File: config.mk
export PLATFORM = sky130hd
export DESIGN_NAME = mem_port
export DESIGN_NICKNAME = d
export VERILOG_FILES = /design/src/rtl/mem_port_pkg.sv /design/src/rtl/mem_wait_timer.sv /design/src/rtl/mem_port.sv
export SDC_FILE = /design/constraint.sdc
export NUM_CORES = 1
export LEC_CHECK = 0
export BUFFER_PORTS_ARGS = -buffer_cell sky130_fd_sc_hd__buf_4
export CELL_PAD_IN_SITES_DETAIL_PLACEMENT = 0
export CELL_PAD_IN_SITES_GLOBAL_PLACEMENT = 1
export CORE_MARGIN = 2
export CORE_UTILIZATION = 32
export CTS_CLUSTER_DIAMETER = 40
export DETAILED_ROUTE_END_ITERATION = 8
export MAX_ROUTING_LAYER = met4
export PLACE_DENSITY_LB_ADDON = 0.1
export SLEW_MARGIN = 30
export SYNTH_ARGS = -nofsm -noshare
export SYNTH_HDL_FRONTEND = slang
export SYNTH_SLANG_ARGS = --single-unit
File: constraint.sdc
create_clock -name clk -period 4.85 [get_ports clk]
set_input_delay 0.2425 -clock clk [delete_from_list [all_inputs] [get_ports clk]]
set_output_delay 0.2425 -clock clk [all_outputs]
set_load 0.02 [all_outputs]
File: src/rtl/mem_port_pkg.sv
// mem_port_pkg
//   Shared definitions for the memory-side stage: FSM state encoding,
//   default widths and timeout, and a helper that sizes the wait counter.
package mem_port_pkg;

  localparam int ADDR_W_DEF  = 9;
  localparam int DATA_W_DEF  = 32;
  localparam int TIMEOUT_DEF = 15;

  typedef enum logic [1:0] {
    ST_IDLE    = 2'd0,
    ST_RD_WAIT = 2'd1,
    ST_WR_WAIT = 2'd2
  } state_e;

  // Bits needed to hold values 0..limit inclusive.
  function automatic int cnt_width(input int limit);
    return (limit < 1) ? 1 : $clog2(limit + 1);
  endfunction

endpackage

File: src/rtl/mem_wait_timer.sv
// mem_wait_timer
//   Saturating wait-state counter. `start` loads 1 (first wait cycle),
//   `clear` returns it to 0, otherwise a non-zero count advances until it
//   reaches TIMEOUT and holds there.
//   Ports:
//     clk, clr  - clock, asynchronous active-high reset
//     start     - begin counting (count becomes 1)
//     clear     - stop and zero the counter (wins over start)
//     expired   - count == TIMEOUT
module mem_wait_timer
  import mem_port_pkg::*;
#(
  parameter int TIMEOUT = TIMEOUT_DEF
) (
  input  logic clk,
  input  logic clr,
  input  logic start,
  input  logic clear,
  output logic expired
);

  localparam int CNT_W = cnt_width(TIMEOUT);
  localparam logic [CNT_W-1:0] LIMIT = CNT_W'(TIMEOUT);

  logic [CNT_W-1:0] count_q;
  logic [CNT_W-1:0] count_d;

  always_comb begin
    count_d = count_q;
    if (clear) begin
      count_d = '0;
    end else if (start) begin
      count_d = CNT_W'(1);
    end else if ((count_q != '0) && (count_q != LIMIT)) begin
      count_d = count_q + CNT_W'(1);
    end
  end

  always_ff @(posedge clk or posedge clr) begin
    if (clr) begin
      count_q <= '0;
    end else begin
      count_q <= count_d;
    end
  end

  assign expired = (count_q == LIMIT);

endmodule

File: src/rtl/mem_port.sv
// mem_port
//   Memory-side stage holding MAR and MDR. Loads them from the bus, and runs
//   a req/ready handshake with a variable-latency RAM for reads (into MDR)
//   and writes (from MDR). A wait timer aborts transactions that never
//   complete.
//   Ports:
//     clk, clr                 - clock, asynchronous active-high reset
//     BusMuxOut                - bus value for MAR/MDR loads
//     MARin, MDRin, Read, Write- load / transaction strobes (ignored when busy)
//     BusMuxInMDR, mem_wdata   - MDR contents
//     mem_addr                 - MAR contents
//     mem_req, mem_we          - RAM request and direction (registered)
//     mem_rdata, mem_ready     - RAM read data and completion
//     busy, done, err          - status: active, completion pulse, timeout pulse
module mem_port
  import mem_port_pkg::*;
#(
  parameter int ADDR_W  = ADDR_W_DEF,
  parameter int DATA_W  = DATA_W_DEF,
  parameter int TIMEOUT = TIMEOUT_DEF
) (
  input  logic              clk,
  input  logic              clr,
  input  logic [DATA_W-1:0] BusMuxOut,
  input  logic              MARin,
  input  logic              MDRin,
  input  logic              Read,
  input  logic              Write,
  output logic [DATA_W-1:0] BusMuxInMDR,
  output logic [ADDR_W-1:0] mem_addr,
  output logic [DATA_W-1:0] mem_wdata,
  input  logic [DATA_W-1:0] mem_rdata,
  output logic              mem_req,
  output logic              mem_we,
  input  logic              mem_ready,
  output logic              busy,
  output logic              done,
  output logic              err
);

  state_e            state_q, state_d;
  logic [ADDR_W-1:0] mar_q, mar_d;
  logic [DATA_W-1:0] mdr_q, mdr_d;
  logic              mem_req_q, mem_req_d;
  logic              mem_we_q, mem_we_d;
  logic              busy_q, busy_d;
  logic              done_q, done_d;
  logic              err_q, err_d;

  logic tmr_start;
  logic tmr_clear;
  logic tmr_expired;

  mem_wait_timer #(
    .TIMEOUT (TIMEOUT)
  ) u_timer (
    .clk     (clk),
    .clr     (clr),
    .start   (tmr_start),
    .clear   (tmr_clear),
    .expired (tmr_expired)
  );

  always_comb begin
    state_d   = state_q;
    mar_d     = mar_q;
    mdr_d     = mdr_q;
    done_d    = 1'b0;
    err_d     = 1'b0;
    tmr_start = 1'b0;
    tmr_clear = 1'b0;

    case (state_q)
      ST_IDLE: begin
        // A MAR load in the same cycle as a start is seen by the
        // transaction, because mem_addr is the register output.
        if (MARin) begin
          mar_d = BusMuxOut[ADDR_W-1:0];
        end
        if (MDRin && Read) begin
          // Read has priority; a simultaneous Write is dropped.
          state_d   = ST_RD_WAIT;
          tmr_start = 1'b1;
        end else begin
          if (MDRin) begin
            mdr_d = BusMuxOut;
          end
          if (Write) begin
            state_d   = ST_WR_WAIT;
            tmr_start = 1'b1;
          end
        end
      end

      ST_RD_WAIT, ST_WR_WAIT: begin
        // Ready in the final allowed cycle still counts as success.
        if (mem_ready) begin
          if (state_q == ST_RD_WAIT) begin
            mdr_d = mem_rdata;
          end
          done_d    = 1'b1;
          state_d   = ST_IDLE;
          tmr_clear = 1'b1;
        end else if (tmr_expired) begin
          err_d     = 1'b1;
          state_d   = ST_IDLE;
          tmr_clear = 1'b1;
        end
      end

      default: begin
        state_d   = ST_IDLE;
        tmr_clear = 1'b1;
      end
    endcase

    // Status outputs are registered copies of the next state so they carry
    // no combinational path from the inputs.
    mem_req_d = (state_d != ST_IDLE);
    busy_d    = (state_d != ST_IDLE);
    mem_we_d  = (state_d == ST_WR_WAIT);
  end

  always_ff @(posedge clk or posedge clr) begin
    if (clr) begin
      state_q   <= ST_IDLE;
      mar_q     <= '0;
      mdr_q     <= '0;
      mem_req_q <= 1'b0;
      mem_we_q  <= 1'b0;
      busy_q    <= 1'b0;
      done_q    <= 1'b0;
      err_q     <= 1'b0;
    end else begin
      state_q   <= state_d;
      mar_q     <= mar_d;
      mdr_q     <= mdr_d;
      mem_req_q <= mem_req_d;
      mem_we_q  <= mem_we_d;
      busy_q    <= busy_d;
      done_q    <= done_d;
      err_q     <= err_d;
    end
  end

  assign BusMuxInMDR = mdr_q;
  assign mem_wdata   = mdr_q;
  assign mem_addr    = mar_q;
  assign mem_req     = mem_req_q;
  assign mem_we      = mem_we_q;
  assign busy        = busy_q;
  assign done        = done_q;
  assign err         = err_q;

  // MAR only takes the low bus bits; the rest are intentionally unused.
  generate
    if (DATA_W > ADDR_W) begin : g_bus_hi
      logic unused_bus_hi;
      assign unused_bus_hi = ^BusMuxOut[DATA_W-1:ADDR_W];
    end
  endgenerate

endmodule
==> impl_summary.log <==
[metrics] outcome: completed
[metrics] library cell occupying the most area in the post-synthesis netlist: sky130_fd_sc_hd__dfrtp_1
[metrics] worst clock skew: about 0.0048 ns
[metrics] largest net degree at the start of global routing: 52
[metrics] Max Freq: around 430 MHz
[metrics] crit path capture type: flop
[metrics] Final Hold Fails: 0
[metrics] Post-Place Cells: ~430
[metrics] initial antenna violation count: 0
[metrics] Netlist Area Pre-Place: about 0.0029 mm2
[metrics] worst path required time: a little over 5 ns
[metrics] number of cells produced by synthesis: approximately 220
[metrics] power density over the cells: approximately 820 mW/mm2
[metrics] number of failing setup endpoints in the final timing report: 0
[metrics] Clock Sinks: about 50
[metrics] vias in the first global route: 1882
[metrics] Die Footprint: around 0.0098 mm2
[metrics] Arr. time, crit path: about 2.5 ns
[metrics] Skew-Pair Late Insertion Delay: slightly below 0.3 ns
[metrics] number of iterations in the first detailed-routing pass: 4
[metrics] number of buffer cells added on primary ports: around 150
[metrics] global placement routability congestion: 0.759
[metrics] fraction of registers with async set or reset after synthesis: 100%
[metrics] post-cts hold buffer count: 0
[metrics] Worst path slowest cell: sky130_fd_sc_hd__buf_4
[metrics] Worst-Margin Slew: between 0.6 and 0.7 ns
[metrics] global-route wire length before repair: 10100 um
[metrics] cells traversed along the worst timing path: inv_1, ha_1, nor2b_4, a2111oi_4, buf_4, mux2_2
[metrics] area added between synthesis and finish: 38.0%
[metrics] area share of the largest cell type after synthesis: approximately 44%
[metrics] CTS Root Buffer Type: sky130_fd_sc_hd__clkbuf_8
[metrics] fraction of final layout cells sized beyond drive strength 1: ~70%
[metrics] n_diodes: 0
[metrics] synth unique cells: 32
[metrics] final number of max-transition violations: 0
[metrics] overflow left after global routing: 0
[metrics] worst-case clock buffer depth: 2
[metrics] GRT met3 Usage: around 2.9%
[metrics] clock input transition at the sequential cells of the worst setup and hold paths: 0.09 ns
[metrics] reg-to-reg critical path endpoint: BusMuxInMDR[8]
[metrics] delay of the slowest critical-path stage: 0.55 ns
[metrics] fin crit share: 47.7%
[metrics] effective utilization at floorplan: between 30% and 40%
[metrics] number of design rule violations left after detail routing: 0
[metrics] global route hottest layer: met2
[metrics] number of max-cap violations: 0
[metrics] placed cell areas: 0.00383 mm2
[metrics] deepest level of the CTS H-tree: 2
[metrics] die height: approximately 100 um
[metrics] initial detailed-routing violation count: 41
[metrics] worst slew slack as a fraction of its limit: between 50% and 60%
[metrics] critical register-to-register path startpoint: state_q[0]
[metrics] setup repair bufs after CTS: 0
[metrics] fin crit period: between 2 and 2.5 ns
[metrics] setup_tns: 0 ns
[metrics] fillers: around 800
[metrics] TritonCTS clock tree: yes
[metrics] Final Net Count: 409
[metrics] gate family responsible for the most delay along the worst path: buffers and inverters
[metrics] largest voltage drop on the vdd net: 308 uV
[metrics] setup repair after global routing missed its margin: false
[metrics] M2 GR Usage: a little over a fifth
[metrics] final standard cell count with taps included and fillers excluded: between 400 and 500
[metrics] antenna-violating nets left: 0
[metrics] prevailing post-synth register cell: sky130_fd_sc_hd__dfrtp_1
[metrics] total leakage power: 0.00194 uW
[metrics] min-delay worst type: in2async
[metrics] Buf/Inv on CP: 2
[metrics] met1 capacity usage during global routing: between 10% and 20%
[metrics] GRT Util Overall: 13.5%
[metrics] CP startpoint kind: flop
[metrics] post-synthesis area per instance: 13.3 um2
[metrics] Detailed Place HPWL: 4800 um
[metrics] area of the core region: 0.00872 mm2
[metrics] slack of the worst reg-to-reg path: approximately 2.5 ns
[metrics] total number of vias: between 1500 and 2000
[metrics] Yosys warning count: 0
[metrics] detailed-route wire length: between 6000 and 7000 um
[metrics] ports placed on the boundary: around 150
[metrics] fraction of the yosys area taken by sequential cells: 44.4%
[metrics] vias per std cell: ~4.5
[metrics] number of placement rows: 34
[metrics] TritonCTS Buffers: 5
[metrics] Yosys reg bits: about 50
[metrics] CP Class: reg2reg
[metrics] most area-consuming cells after synthesis: sky130_fd_sc_hd__dfrtp_1 44%, sky130_fd_sc_hd__mux2_2 17%, sky130_fd_sc_hd__mux2_4 16%
[metrics] syn_nets: approximately 290
[metrics] number of synthesized flops with an enable pin: 0
[metrics] post-route cell area: approximately 0.004 mm2
[metrics] Register-to-Register Path Depth: 6
[metrics] # resized after CTS: 0
[metrics] peak fanout along the critical path: 32
[metrics] average wire per standard cell: 14.7 um
[metrics] Chip Width: a little under 100 um
-- state kept, by name (all words and copies together), names as in the netlist --
signal and flops:
busy 1, mem_we 1, BusMuxInMDR 32, err 1
mem_addr 9, state_q 2, done 1, u_timer.count_q 4
-- layout by cell type (no fill, tap or decap) --
cell	count
sky130_fd_sc_hd__clkbuf_8	5
sky130_fd_sc_hd__nand3b_1	1
sky130_fd_sc_hd__nand3_1	3
sky130_fd_sc_hd__a2111oi_4	1
sky130_fd_sc_hd__buf_4	151
sky130_fd_sc_hd__clkbuf_1	1
sky130_fd_sc_hd__bufinv_16	2
sky130_fd_sc_hd__nand4b_1	1
sky130_fd_sc_hd__or3_1	1
sky130_fd_sc_hd__ha_1	5
sky130_fd_sc_hd__nor3_1	1
sky130_fd_sc_hd__a32oi_1	1
sky130_fd_sc_hd__nand2_1	3
sky130_fd_sc_hd__nand2b_1	1
sky130_fd_sc_hd__nor2b_1	3
sky130_fd_sc_hd__and3_1	1
sky130_fd_sc_hd__o21bai_1	1
sky130_fd_sc_hd__o211ai_1	1
sky130_fd_sc_hd__dfrtp_1	51
sky130_fd_sc_hd__and2_1	3
sky130_fd_sc_hd__nor2b_4	1
sky130_fd_sc_hd__mux2_2	43
sky130_fd_sc_hd__nor4bb_1	1
sky130_fd_sc_hd__a2111oi_0	2
sky130_fd_sc_hd__a21oi_1	1
sky130_fd_sc_hd__o21ai_0	5
sky130_fd_sc_hd__inv_1	5
sky130_fd_sc_hd__o21a_1	1
sky130_fd_sc_hd__nor2_1	4
sky130_fd_sc_hd__nor3b_1	1
sky130_fd_sc_hd__a31oi_1	1
sky130_fd_sc_hd__mux2_4	30
sky130_fd_sc_hd__inv_2	1
sky130_fd_sc_hd__a211oi_1	1
-- report_power, final --
part	switching [uW]	internal (uW)	leakage, uW
sequential	169	639	0.000611
combinational	976	1110	0.00126
clock	136	206	0.0000654
-- layout make-up --
class	count	area (um2)	share of cell area (%)
timing repair buffer	151	1130	28.6
clock inverter	2	60.1	1.51
multi-input combinational	118	1270	31.9
tap	108	135	3.41
clock buffer	6	72.6	1.83
inverter	6	22.5	0.568
sequential	51	1280	32.2
-- routing by layer --
metal  vias to the layer above  part of all wire (%)
li1                        952                     -
met4                         0                  0.38
met2                        74                    49
met3                         5                   5.4
met5                         -                     0
met1                       945                    45
-- synth_stat cells, types with 2 or more instances --
cell	number
sky130_fd_sc_hd__and2_1	3
sky130_fd_sc_hd__nor2_1	4
sky130_fd_sc_hd__mux2_2	43
sky130_fd_sc_hd__nand3_1	3
sky130_fd_sc_hd__buf_4	33
sky130_fd_sc_hd__nand2_1	3
sky130_fd_sc_hd__dfrtp_1	51
sky130_fd_sc_hd__inv_1	6
sky130_fd_sc_hd__clkbuf_1	4
sky130_fd_sc_hd__mux2_4	30
sky130_fd_sc_hd__o21ai_0	5
sky130_fd_sc_hd__buf_6	4
sky130_fd_sc_hd__ha_1	5
sky130_fd_sc_hd__a2111oi_0	2
sky130_fd_sc_hd__nor2b_1	3
-- kinds of logic (layout without fill, tap and decap cells) --
family	after synthesis	after routing	synth area share (%)
mux	73	73	32.5
flops	51	51	44.4
buf+inv	47	165	11.5
simple gates	25	25	5.22
compound gates	15	15	4.18
fa+ha+maj	5	5	2.18
-- how the worst max path moves through the flow --
stage,from,end,slack [ns],cells after the start
floorplan,state_q[0],BusMuxInMDR[0],2.73,7
global placement,state_q[0],BusMuxInMDR[8],2.57,6
detailed placement,state_q[0],BusMuxInMDR[8],2.52,6
CTS,state_q[0],BusMuxInMDR[7],2.50,6
global route,state_q[0],BusMuxInMDR[8],2.38,6
finish,state_q[0],BusMuxInMDR[8],2.54,6
-- worst min-delay path, delay by kind of cell --
family / cells / cell delay [ns]
buffers and inverters: 3 / 0.65
-- through the flow --
step                util (%)  total power, uW  worst slack [ns]  hold slack [ns]
global route            45.5             3440              2.38            0.153
finish                  45.5             3240              2.54            0.109
floorplan                  -             2430              2.73            0.377
detailed placement      44.0             2940              2.52            0.476
CTS                     45.5             3300              2.50            0.139
global placement        44.0             2930              2.57            0.479
Power figures use the tool's default switching activity.
